## src/rtl/pipe5_wb_pkg.sv

```systemverilog
// Shared types, defaults and helpers for the pipe5 writeback stage.
// wb_req_t describes one result channel at the default data/register widths.
package pipe5_wb_pkg;

    localparam int WB_NUM_SRC      = 4;
    localparam int WB_XLEN         = 32;
    localparam int WB_FLEN         = 32;
    localparam int WB_REG_W        = 5;
    localparam int WB_STARVE_LIMIT = 8;

    typedef struct packed {
        logic                valid;
        logic                fp;
        logic [WB_REG_W-1:0] rd;
        logic [WB_XLEN-1:0]  data;
    } wb_req_t;

    // Pointer only holds 1..num_src-1, so clog2(num_src) bits suffice (min 1).
    function automatic int rr_ptr_w(input int num_src);
        return (num_src <= 2) ? 1 : $clog2(num_src);
    endfunction

endpackage

```

## src/rtl/pipe5_wb_rr_arbiter.sv

```systemverilog
// Per-register-file arbiter: starved requesters first, then channel 0,
// then round-robin over channels 1..NUM_SRC-1 from the stored pointer.
module pipe5_wb_rr_arbiter
    import pipe5_wb_pkg::*;
#(
    parameter int NUM_SRC = WB_NUM_SRC
) (
    input  logic               clk_i,
    input  logic               rst_i,
    input  logic [NUM_SRC-1:0] req_i,
    input  logic [NUM_SRC-1:0] starved_i,
    output logic [NUM_SRC-1:0] gnt_o
);

    localparam int PTR_W = rr_ptr_w(NUM_SRC);
    localparam int IDX_W = $clog2(NUM_SRC);

    logic [PTR_W-1:0] ptr_q, ptr_d;

    always_comb begin
        logic             found;
        int               idx;
        logic [IDX_W-1:0] sel;
        gnt_o = '0;
        found = 1'b0;
        idx   = 0;
        sel   = '0;
        for (int i = 0; i < NUM_SRC; i++) begin
            if (!found && req_i[i] && starved_i[i]) begin
                gnt_o[i] = 1'b1;
                found    = 1'b1;
            end
        end
        if (!found && req_i[0]) begin
            gnt_o[0] = 1'b1;
            found    = 1'b1;
        end
        // Walk 1..NUM_SRC-1 starting at the pointer, skipping channel 0 on wrap.
        for (int k = 0; k < NUM_SRC - 1; k++) begin
            idx = int'(ptr_q) + k;
            if (idx >= NUM_SRC) idx = idx - (NUM_SRC - 1);
            sel = IDX_W'(idx);
            if (!found && req_i[sel]) begin
                gnt_o[sel] = 1'b1;
                found      = 1'b1;
            end
        end
    end

    always_comb begin
        ptr_d = ptr_q;
        for (int i = 1; i < NUM_SRC; i++) begin
            if (gnt_o[i]) ptr_d = (i == NUM_SRC - 1) ? PTR_W'(1) : PTR_W'(i + 1);
        end
    end

    always_ff @(posedge clk_i) begin
        if (rst_i) ptr_q <= PTR_W'(1);
        else       ptr_q <= ptr_d;
    end

endmodule

```

## src/rtl/pipe5_multi_writeback_stage.sv

```systemverilog
// Writeback stage merging NUM_SRC result channels into one integer and one
// FP register-file write port, with per-channel starvation counters.
module pipe5_multi_writeback_stage
    import pipe5_wb_pkg::*;
#(
    parameter int NUM_SRC      = WB_NUM_SRC,
    parameter int XLEN         = WB_XLEN,
    parameter int FLEN         = WB_FLEN,
    parameter int REG_W        = WB_REG_W,
    parameter int STARVE_LIMIT = WB_STARVE_LIMIT
) (
    input  logic                     CLK,
    input  logic                     RST,
    input  logic [NUM_SRC-1:0]       src_valid,
    output logic [NUM_SRC-1:0]       src_ready,
    input  logic [NUM_SRC-1:0]       src_fp,
    input  logic [NUM_SRC*REG_W-1:0] src_rd,
    input  logic [NUM_SRC*XLEN-1:0]  src_data,
    output logic                     rf_wen,
    output logic [REG_W-1:0]         rf_rd,
    output logic [XLEN-1:0]          rf_wdata,
    output logic                     frf_wen,
    output logic [REG_W-1:0]         frf_rd,
    output logic [FLEN-1:0]          frf_wdata,
    output logic                     wb_wen,
    output logic [REG_W-1:0]         wb_rd,
    output logic [XLEN-1:0]          wb_data,
    output logic [NUM_SRC-1:0]       starved
);

    localparam int CNT_W = $clog2(STARVE_LIMIT + 1);

    logic [NUM_SRC-1:0] req_int, req_fp, gnt_int, gnt_fp;
    logic [CNT_W-1:0]   cnt_q [NUM_SRC];
    logic [CNT_W-1:0]   cnt_d [NUM_SRC];
    logic [REG_W-1:0]   int_rd, fp_rd;
    logic [XLEN-1:0]    int_data;
    logic [FLEN-1:0]    fp_data;

    logic               rf_wen_q, frf_wen_q;
    logic [REG_W-1:0]   rf_rd_q, frf_rd_q;
    logic [XLEN-1:0]    rf_wdata_q;
    logic [FLEN-1:0]    frf_wdata_q;

    // Masking requests during reset keeps ready low and the pointers frozen.
    assign req_int   = src_valid & ~src_fp & {NUM_SRC{~RST}};
    assign req_fp    = src_valid &  src_fp & {NUM_SRC{~RST}};
    assign src_ready = gnt_int | gnt_fp;

    pipe5_wb_rr_arbiter #(.NUM_SRC(NUM_SRC)) u_arb_int (
        .clk_i(CLK), .rst_i(RST), .req_i(req_int), .starved_i(starved), .gnt_o(gnt_int)
    );

    pipe5_wb_rr_arbiter #(.NUM_SRC(NUM_SRC)) u_arb_fp (
        .clk_i(CLK), .rst_i(RST), .req_i(req_fp), .starved_i(starved), .gnt_o(gnt_fp)
    );

    always_comb begin
        int_rd   = '0;
        int_data = '0;
        fp_rd    = '0;
        fp_data  = '0;
        for (int i = 0; i < NUM_SRC; i++) begin
            if (gnt_int[i]) begin
                int_rd   = src_rd[i*REG_W +: REG_W];
                int_data = src_data[i*XLEN +: XLEN];
            end
            if (gnt_fp[i]) begin
                fp_rd   = src_rd[i*REG_W +: REG_W];
                fp_data = src_data[i*XLEN +: FLEN];
            end
        end
    end

    always_comb begin
        for (int i = 0; i < NUM_SRC; i++) begin
            starved[i] = (cnt_q[i] == CNT_W'(STARVE_LIMIT));
            if (!src_valid[i] || src_ready[i]) cnt_d[i] = '0;
            else if (starved[i])               cnt_d[i] = cnt_q[i];
            else                               cnt_d[i] = cnt_q[i] + CNT_W'(1);
        end
    end

    // Integer writes to x0 are accepted but never reach the register file.
    always_ff @(posedge CLK) begin
        if (RST) begin
            rf_wen_q    <= 1'b0;
            rf_rd_q     <= '0;
            rf_wdata_q  <= '0;
            frf_wen_q   <= 1'b0;
            frf_rd_q    <= '0;
            frf_wdata_q <= '0;
            for (int i = 0; i < NUM_SRC; i++) cnt_q[i] <= '0;
        end else begin
            rf_wen_q  <= (|gnt_int) && (int_rd != '0);
            frf_wen_q <= |gnt_fp;
            if (|gnt_int) begin
                rf_rd_q    <= int_rd;
                rf_wdata_q <= int_data;
            end
            if (|gnt_fp) begin
                frf_rd_q    <= fp_rd;
                frf_wdata_q <= fp_data;
            end
            for (int i = 0; i < NUM_SRC; i++) cnt_q[i] <= cnt_d[i];
        end
    end

    assign rf_wen    = rf_wen_q;
    assign rf_rd     = rf_rd_q;
    assign rf_wdata  = rf_wdata_q;
    assign frf_wen   = frf_wen_q;
    assign frf_rd    = frf_rd_q;
    assign frf_wdata = frf_wdata_q;
    assign wb_wen    = rf_wen_q;
    assign wb_rd     = rf_rd_q;
    assign wb_data   = rf_wdata_q;

endmodule

```

## config.mk

```make
export PLATFORM = sky130hd
export DESIGN_NAME = pipe5_multi_writeback_stage
export DESIGN_NICKNAME = d
export VERILOG_FILES = /design/src/rtl/pipe5_wb_pkg.sv /design/src/rtl/pipe5_wb_rr_arbiter.sv /design/src/rtl/pipe5_multi_writeback_stage.sv
export SDC_FILE = /design/constraint.sdc
export NUM_CORES = 1
export LEC_CHECK = 0
export BUFFER_PORTS_ARGS = -buffer_cell sky130_fd_sc_hd__buf_2
export CELL_PAD_IN_SITES_DETAIL_PLACEMENT = 1
export CELL_PAD_IN_SITES_GLOBAL_PLACEMENT = 1
export CORE_AREA = 2 2 112 168
export DETAILED_ROUTE_END_ITERATION = 6
export DIE_AREA = 0 0 114 170
export PLACE_DENSITY = 0.87
export SYNTH_ARGS = -nofsm -noshare
export SYNTH_HDL_FRONTEND = slang
export SYNTH_SLANG_ARGS = --single-unit
```

## constraint.sdc

```tcl
create_clock -name CLK -period 8.8 [get_ports CLK]
set_input_delay 2.2 -clock CLK [delete_from_list [all_inputs] [get_ports CLK]]
set_output_delay 2.2 -clock CLK [all_outputs]
set_load 0.02 [all_outputs]
```

==> results.toml <==
[run_status]
status = "completed"

[synth]
synth-compound-area-share_pct = 26.5
yosys.area_share.simple_pct = 26.6
syn_inst = 849
yosysTopAreaCell = "dfxtp_1"
synth_top_cells_by_count = "nand2_1 (120), nor2_1 (104), dfxtp_1 (96)"
synth_area_leaders = "dfxtp_1 (29%), nand2_1 (6.9%), nor2_1 (6.0%)"
synth_top_family_by_area = "simple AND/OR/NAND/NOR gates"
synth-main-ff-cell = "dfxtp_1"
avgSynthCellArea_um2 = 7.71
synth-seq-cells = 96
async_reset_ff_share_pct = 0
ys_seq_area_share_pct = 29.4
synth_top_area_share_pct = 29.4
synth_nets = 1023
synthXorXnorAreaFrac_pct = 1.61
synth.most_common_cell = "nand2_1"
yosysWarnings = 0
synth-edff-count = 0
yosys-mux-area-fraction_pct = 2.27
synthAdderAreaFrac_pct = 3.06
yosys.cell_types.count = 68
syn_area_um2 = 6550

[finish]
stdcell_area_um2 = 8040
seq_area_um2 = 1920
finalCoreUtilization_pct = 45.0
fillers = 2316
syn_to_final_growth_pct = 22.9
multi_input_area_um2 = 4020
nNetsFinal = 1217
drive_above_1_share_pct = 33.2

[place]
placed_area_um2 = 7750
hpwl_um = 19100
place_ws_ps = 1950
gp_congestion = 0.896
io_buffers = 279

[sta]
period_share_pct = 78.8
rsz0062_at_grt = "false"
skew_ps = 15.9
setup_tns_ps = 0
finalSetupViolCount = 0
slew_viol_final = 0
worst_slack_ps = 1870
slew-limit-headroom_pct = 31.8
hold_viol = 0
clock.fmax_mhz = 144
holdWs_ps = 487
tightest_slew_ps = 1020
period_minus_slack_ps = 6930

[global_routing]
grt_max_degree = 79
grt_pass1_vias = 7586
grt_pass1_wl_um = 41600
grt_overflow = 0
antenna_found_initial = 3
track_usage_pct = 27.0

[setup_path]
cp_max_fo = 29
cp_slowest_stage_delay_ps = 800
start_kind = "input port"
crit_family = "buffers and inverters"
critical_path.cell_chain = "buf_2 > inv_1 > nand2_1 > o41ai_2 > nor2_4 > nand2_1 > buf_2"
critPathArrivalTime_ps = 4730
path_class = "in -> out"
required_ps = 6600
crit_buf_inv = 3
crit_slowest_cell = "o41ai_2"
r2r_slack_ps = 4540
end_kind = "output port"

[clocking]
cts_made_buffers = 9
cts_setup_buffers = 0
clk_pin_slew_ps = 70
cts_hold_buffers = 0
post_cts_resized = 0
clockRootBuffer = "clkbuf_16"
clock-sinks = 96
ctsLongestPathBuffers = 2
htreeDepth = 3
clock_latency_ps = 350
cts_tree = "built"

[floorplan]
rows = 60
coreArea_um2 = 17900
io_pins = 280
initial_core_util_pct = 36.6
die_y_um = 170
die_area_um2 = 19400
die_w_um = 114

[routing]
drc = 0
totalWireLength_um = 27200
wl_per_cell_um = 21.5
drt_iter0_drc = 550
ant_nets = 0
drt-pass1-iter-count = 6
routed-via-count = 7659
via_per_inst = 6.05

[job]
maxCapViolCount = 0

[hold_path]
hp-class = "reg -> reg"

[power]
vdd_drop_max_uv = 122
leakage_nw = 3.47
power.density_nw_per_um2 = 273
metrics by stage:
step,power (mW),instances
floorplan,1.48,849
detailed placement,1.79,1249
finish,2.19,1266
CTS,2.20,1264
global route,2.31,1265
global placement,1.76,1249
worst reg2reg max path, cell delays in order, from the launching register on:
cell,delay (ps)
dfxtp_1,360
inv_1,160
ha_1,370
mux4_2,540
nor2_1,170
a22oi_1,170
a31oi_4,230
buf_4,500
or2_2,860
nor3_4,110
buf_4,300
a221o_1,390
area by class of cell:
type / count / area share (%)
Inverter: 18 / 0.840
Clock buffer: 12 / 3.06
Antenna cell: 2 / 0.0622
Clock inverter: 3 / 0.529
Multi-Input combinational cell: 629 / 49.9
Tap cell: 217 / 3.38
Timing Repair Buffer: 289 / 18.3
Sequential cell: 96 / 23.9
placed cells by master (no fill, tap or decap), types with 3 or more instances in the layout:
cell / instances
clkbuf_16: 9
mux2i_1: 7
nand4_1: 10
or2_2: 4
nor3_1: 6
mux4_2: 3
a31o_2: 17
a21oi_1: 14
and2_1: 5
a22oi_1: 4
a221o_1: 37
nand3b_1: 11
xor2_1: 4
a31o_1: 11
and3b_1: 4
inv_1: 18
o21ai_0: 25
nand3_1: 76
a311oi_1: 41
buf_2: 279
o211ai_1: 7
xnor2_1: 8
ha_1: 16
nand2b_1: 3
a31oi_1: 34
nand2_1: 120
o21ai_1: 4
dfxtp_1: 96
nor2_1: 103
buf_4: 10
nor3b_1: 3
nor2b_1: 5
cells by family after synthesis:
family	Yosys count
simple gates	370
compound gates	220
buf+inv	124
flops	96
fa+ha+maj	16
xor+xnor	12
mux	11
routing by layer:
layer  part of all wire [%]  track usage [%]
met1                     38             32.2
met2                     53             48.4
met3                    5.7             3.42
met4                    3.3             11.2
met5                  0.096                0
power by group:
| group | switching [mW] | total (mW) | internal, mW |
|---|---|---|---|
| logic | 0.724 | 1.11 | 0.386 |
| clock network | 0.182 | 0.409 | 0.227 |
| registers | 0.102 | 0.673 | 0.571 |
| total | 1.01 | 2.19 | 1.18 |
registers in the layout, summed over array words and instances, names as in the netlist, 2 cells and up:
name             flops
frf_wdata           32
u_arb_int.ptr_q      2
frf_rd               5
rf_wdata            32
rf_rd                5
u_arb_fp.ptr_q       2
cnt_q               16
path summary, 6_finish.rpt:
check	startpoint	to	cells after the start
setup / recovery	RST	src_ready[1]	7
hold / removal	frf_wdata[30]$_SDFFE_PP0P_	frf_wdata[30]$_SDFFE_PP0P_	1
setup reg to reg	u_arb_fp.ptr_q[1]$_SDFFE_PP0P_	frf_rd[1]$_SDFFE_PP0P_	11
hold reg to reg	frf_wdata[30]$_SDFFE_PP0P_	frf_wdata[30]$_SDFFE_PP0P_	1
No activity file was read; power rests on OpenSTA's default activity.
